`src/rtl/param_bank.sv`:
```
// Double-buffered parameter bank: bytes land in a shadow bank and are copied
// wholesale into the active bank at the first frame boundary after a packet completes.
module param_bank #(
  parameter int unsigned NUM_REGS = 55,
  parameter int unsigned IDX_W    = 6
) (
  input  logic                    clk,
  input  logic                    reset,
  input  logic                    update_reg,
  input  logic [IDX_W-1:0]        idx,
  input  logic [7:0]              read_data,
  input  logic                    pc_ready,
  input  logic                    frame_start,
  input  logic [IDX_W-1:0]        rd_idx,
  output logic [7:0]              rd_data,
  output logic [NUM_REGS*8-1:0]   params_flat,
  output logic                    commit_pending,
  output logic                    frame_applied,
  output logic [7:0]              commit_cnt,
  output logic [3:0]              overrun_cnt,
  output logic                    bad_idx
);

  typedef enum logic {S_IDLE = 1'b0, S_PENDING = 1'b1} state_t;

  state_t                     r_state;
  state_t                     w_state_nxt;
  logic [NUM_REGS-1:0][7:0]   r_shadow;
  logic [NUM_REGS-1:0][7:0]   r_active;
  logic [7:0]                 r_rd_data;
  logic [7:0]                 r_commit_cnt;
  logic [3:0]                 r_overrun_cnt;
  logic                       r_frame_applied;
  logic                       r_bad_idx;
  logic                       w_commit;
  logic                       w_overrun;
  logic                       w_wr_ok;
  logic                       w_rd_ok;

  function automatic logic [3:0] sat_inc4(input logic [3:0] v);
    return (v == 4'hF) ? v : v + 4'd1;
  endfunction

  assign w_wr_ok = 32'(idx) < NUM_REGS;
  assign w_rd_ok = 32'(rd_idx) < NUM_REGS;

  always_ff @(posedge clk) begin
    if (reset) r_state <= S_IDLE;
    else       r_state <= w_state_nxt;
  end

  always_comb begin
    w_state_nxt = r_state;
    case (r_state)
      S_IDLE:    if (pc_ready && !frame_start) w_state_nxt = S_PENDING;
      S_PENDING: if (frame_start)              w_state_nxt = S_IDLE;
      default:                                 w_state_nxt = S_IDLE;
    endcase
  end

  // A pc_ready coinciding with frame_start commits at once instead of arming.
  always_comb begin
    commit_pending = (r_state == S_PENDING);
    w_commit       = frame_start && ((r_state == S_PENDING) || pc_ready);
    w_overrun      = pc_ready && (r_state == S_PENDING) && !frame_start;
  end

  // Copy reads the pre-write shadow, so a same-cycle write only reaches shadow.
  always_ff @(posedge clk) begin
    if (reset) begin
      r_shadow        <= '0;
      r_active        <= '0;
      r_rd_data       <= '0;
      r_commit_cnt    <= '0;
      r_overrun_cnt   <= '0;
      r_frame_applied <= 1'b0;
      r_bad_idx       <= 1'b0;
    end else begin
      if (w_commit) r_active <= r_shadow;
      if (update_reg && w_wr_ok)  r_shadow[idx] <= read_data;
      if (update_reg && !w_wr_ok) r_bad_idx     <= 1'b1;
      r_rd_data       <= w_rd_ok ? r_active[rd_idx] : 8'h00;
      r_frame_applied <= w_commit;
      if (w_commit)  r_commit_cnt  <= r_commit_cnt + 8'd1;
      if (w_overrun) r_overrun_cnt <= sat_inc4(r_overrun_cnt);
    end
  end

  assign params_flat   = r_active;
  assign rd_data       = r_rd_data;
  assign frame_applied = r_frame_applied;
  assign commit_cnt    = r_commit_cnt;
  assign overrun_cnt   = r_overrun_cnt;
  assign bad_idx       = r_bad_idx;

endmodule

```
`config.mk`:
```
export PLATFORM = sky130hd
export DESIGN_NAME = param_bank
export DESIGN_NICKNAME = d
export VERILOG_FILES = /design/src/rtl/param_bank.sv
export SDC_FILE = /design/constraint.sdc
export NUM_CORES = 2
export LEC_CHECK = 0
export BUFFER_PORTS_ARGS = -buffer_cell sky130_fd_sc_hd__clkbuf_2
export CAP_MARGIN = 5
export CORE_AREA = 3 3 181 359
export CTS_CLUSTER_SIZE = 10
export DETAILED_ROUTE_END_ITERATION = 10
export DIE_AREA = 0 0 184 362
export PLACE_DENSITY_LB_ADDON = 0.1
export SYNTH_ARGS = -nofsm -noshare
export SYNTH_HDL_FRONTEND = slang
export SYNTH_SLANG_ARGS = --single-unit
```
`constraint.sdc`:
```
create_clock -name clk -period 2.5 [get_ports clk]
set_input_delay 0.375 -clock clk [delete_from_list [all_inputs] [get_ports clk]]
set_output_delay 0.375 -clock clk [all_outputs]
set_load 0.03 [all_outputs]
```
==> impl_metrics.json <==
{
  "status": "finished clean",
  "reg2reg_depth": 5,
  "critical_path_class": "flop to flop",
  "htree_levels": 3,
  "layout_min_cycle_time_ns": 2.16,
  "drtPass1Iterations": 7,
  "max_freq_ghz": 0.463,
  "io_pins": 488,
  "grt_max_degree": 135,
  "via_per_inst": 6.06,
  "synth_top_cell_by_area": "dfxtp_1",
  "dieWidth_microns": 184,
  "maxCapViolations": 0,
  "path_depth": 5,
  "p_sw_mw": 6.87,
  "post-dp-hpwl_microns": 90100,
  "crit_path_end_kind": "flop",
  "clk_pin_slew_ns": 0.06,
  "synthesis.area_sq_mm": 0.0354,
  "rr_startpoint": "params_flat[56]$_SDFFE_PP0P_",
  "p_per_area_mw_per_mm2": 692,
  "grt_setup_unrepaired": "false",
  "cpPeakStageDelay_ns": 0.52,
  "synth_warnings": 0,
  "synthCells": 4084,
  "crit_start": "params_flat[56]$_SDFFE_PP0P_",
  "ys_ff_latch": 903,
  "power_leakage_nw": 15.0,
  "grt_pass1_vias": 30072,
  "grt_usage": 0.382,
  "drv_slew": 0,
  "portBuffers": 487,
  "cp_max_fo": 3,
  "antenna_cells": 0,
  "r2r_slack_ns": 0.34,
  "slew_headroom": 0.406,
  "avgSynthCellArea_sq_um": 8.67,
  "totalWireLength_microns": 131000,
  "cp_cell_sequence": "mux4_2 > mux4_2 > nor2b_1 > nor3_1 > nor3_1",
  "drc_errors": 0,
  "clk_latency_ns": 0.64,
  "synth_cell_types": 56,
  "finalCritPeriodShare": 0.865,
  "vias": 31985,
  "grt-ovfl-total": 0,
  "worstPathRequired_ns": 3.00,
  "cts_root_buf": "clkbuf_16",
  "skew_ns": 0.0236,
  "setup_ws_ns": 0.338,
  "worstMarginPinSlew_ns": 0.891,
  "synth_flop_cell": "dfxtp_1",
  "hold_path.class": "input port to flop",
  "p_clk_frac": 0.440,
  "synth_most_common_cell": "nand2_1",
  "cts_tree": "built",
  "cts_sinks": 903,
  "cts_max_path_buffers": 3,
  "p_comb_frac": 0.058,
  "synth-edff-count": 0,
  "grt_pass1_wl_microns": 193000,
  "fin_nets": 4510,
  "p_int_mw": 22.0,
  "critPathCapture": "rd_data[0]$_SDFF_PP0_",
  "numCtsBuffers": 100,
  "pre_cts_ws_ns": -0.218,
  "antenna_left": 0,
  "antenna_found_initial": 0,
  "cp.arrival_ns": 2.66,
  "rows": 129,
  "initial_core_util": 0.568,
  "worstSetupStartpointType": "flop",
  "seq_power_share": 0.502,
  "drt_iter0_markers": 3359,
  "cp_num_buf_inv": 0,
  "hold_violations": 0,
  "area_delta_synth_final_pct": 17.8,
  "synth_commonest_cells": "nand2_1, dfxtp_1, a21oi_1",
  "netlist_top_cells_area": "dfxtp_1, nand2_1, a21oi_1, mux2i_1, mux4_2",
  "critPathSlowestCell": "mux4_2",
  "r2r_end": "rd_data[0]$_SDFF_PP0_",
  "ir_drop_v": 0.000486,
  "async_reset_ff_frac": 0,
  "fp.coreArea_sq_mm": 0.0623,
  "die_h_microns": 362,
  "yosys.area.top_type_share": 0.511,
  "setup_viol_count_final": 0,
  "p_total_mw": 28.8,
  "sw_frac_of_total": 0.238,
  "fillerInstances": 5278,
  "yosysSeqAreaShare": 0.511,
  "gp_congestion": 0.934,
  "die_area_sq_mm": 0.0666,
  "wl_per_cell_microns": 24.9,
  "syn_nets": 4111,
  "drive_above_1_share": 0.198,
  "critical_path.top_delay_family": "multiplexers"
}
worst register-to-register path: cells and delay by family, from the launching register on:
kind / cells / cell delay, ns
muxes: 2 / 1.02
and+or+nand+nor: 3 / 0.67
DFF: 1 / 0.33
layout by cell type, fill, tap and decap left out, types with 9 or more instances in the layout:
cell type,count
a22oi_1,11
nor3_1,10
nor2_2,31
a21oi_1,671
buf_4,115
nand3_1,233
nand2_1,1160
nor2b_1,9
buf_12,40
mux2_2,10
clkbuf_2,483
dfxtp_1,903
mux2i_1,264
a211oi_1,11
clkbuf_16,101
mux4_2,91
nor2_1,243
kinds of logic after synthesis:
kind of cell / Yosys count / share of synthesized area
AO/OA/AOI/OAI: 731 / 0.108
XOR/XNOR: 10 / 0.00247
adder cells (fa/ha/maj): 2 / 0.000707
buffers and inverters: 347 / 0.0422
flip-flops: 903 / 0.511
multiplexers: 370 / 0.139
AND/OR/NAND/NOR: 1721 / 0.197
how the worst min path moves through the flow:
stage	cells past startpoint	startpoint	endpoint	slack, ns
floorplan	2	r_shadow[431]$_SDFFE_PP0P_	params_flat[431]$_SDFFE_PP0P_	0.43
global placement	2	r_shadow[92]$_SDFFE_PP0P_	params_flat[92]$_SDFFE_PP0P_	0.43
CTS	3	pc_ready	commit_pending$_SDFF_PP0_	0.05
detailed placement	2	r_shadow[373]$_SDFFE_PP0P_	params_flat[373]$_SDFFE_PP0P_	0.44
finish	3	pc_ready	commit_pending$_SDFF_PP0_	0.07
global route	3	pc_ready	commit_pending$_SDFF_PP0_	0.09
final cells by class:
cell class                 instances  area [sq um]  share of cell area
inverter                           3          11.3            0.000270
clock buffer                     102          2530              0.0607
clock inverter                     5          72.6             0.00174
tap                              786           983              0.0236
timing repair buffer             641          4120              0.0989
sequential                       903         18100               0.434
multi-input combinational       2834         15900               0.381
per-stage QoR:
step	hold WS [ns]	cells	utilization	area (sq um)	TNS, ns
floorplan	0.431	4084	-	35400	0
global placement	0.434	5166	0.627	39100	-0.399
detailed placement	0.441	5166	0.627	39100	-0.477
CTS	0.0487	5274	0.669	41700	0
global route	0.0869	5274	0.669	41700	0
finish	0.0728	5274	0.669	41700	0
sequential cells by signal (all words and copies together) (netlist names):
register	flops
overrun_cnt	4
r_shadow	440
commit_cnt	8
commit_pending	1
frame_applied	1
rd_data	8
params_flat	440
bad_idx	1
repair_timing:
action / 4_1_cts / 5_1_grt
resized for setup: 0 / 0
buffers inserted: 0 / 0
hold endpoints to repair: 1 / 0
hold buffers: 1 / 0
layer usage:
| metal | global-route usage | share of wire |
|---|---|---|
| met1 | 0.457 | 0.36 |
| met2 | 0.620 | 0.47 |
| met3 | 0.0728 | 0.091 |
| met4 | 0.263 | 0.082 |
| met5 | 0 | 0 |
power by group through the flow:
stage / registers (mW) / logic, mW / clock network, mW
global placement: 14.8 / 1.63 / 0
detailed placement: 14.8 / 1.64 / 0
CTS: 14.5 / 1.64 / 12.7
floorplan: 14.8 / 0.964 / 0
finish: 14.5 / 1.68 / 12.7
global route: 14.5 / 1.74 / 13.3
(Power assumes the default switching activity.)
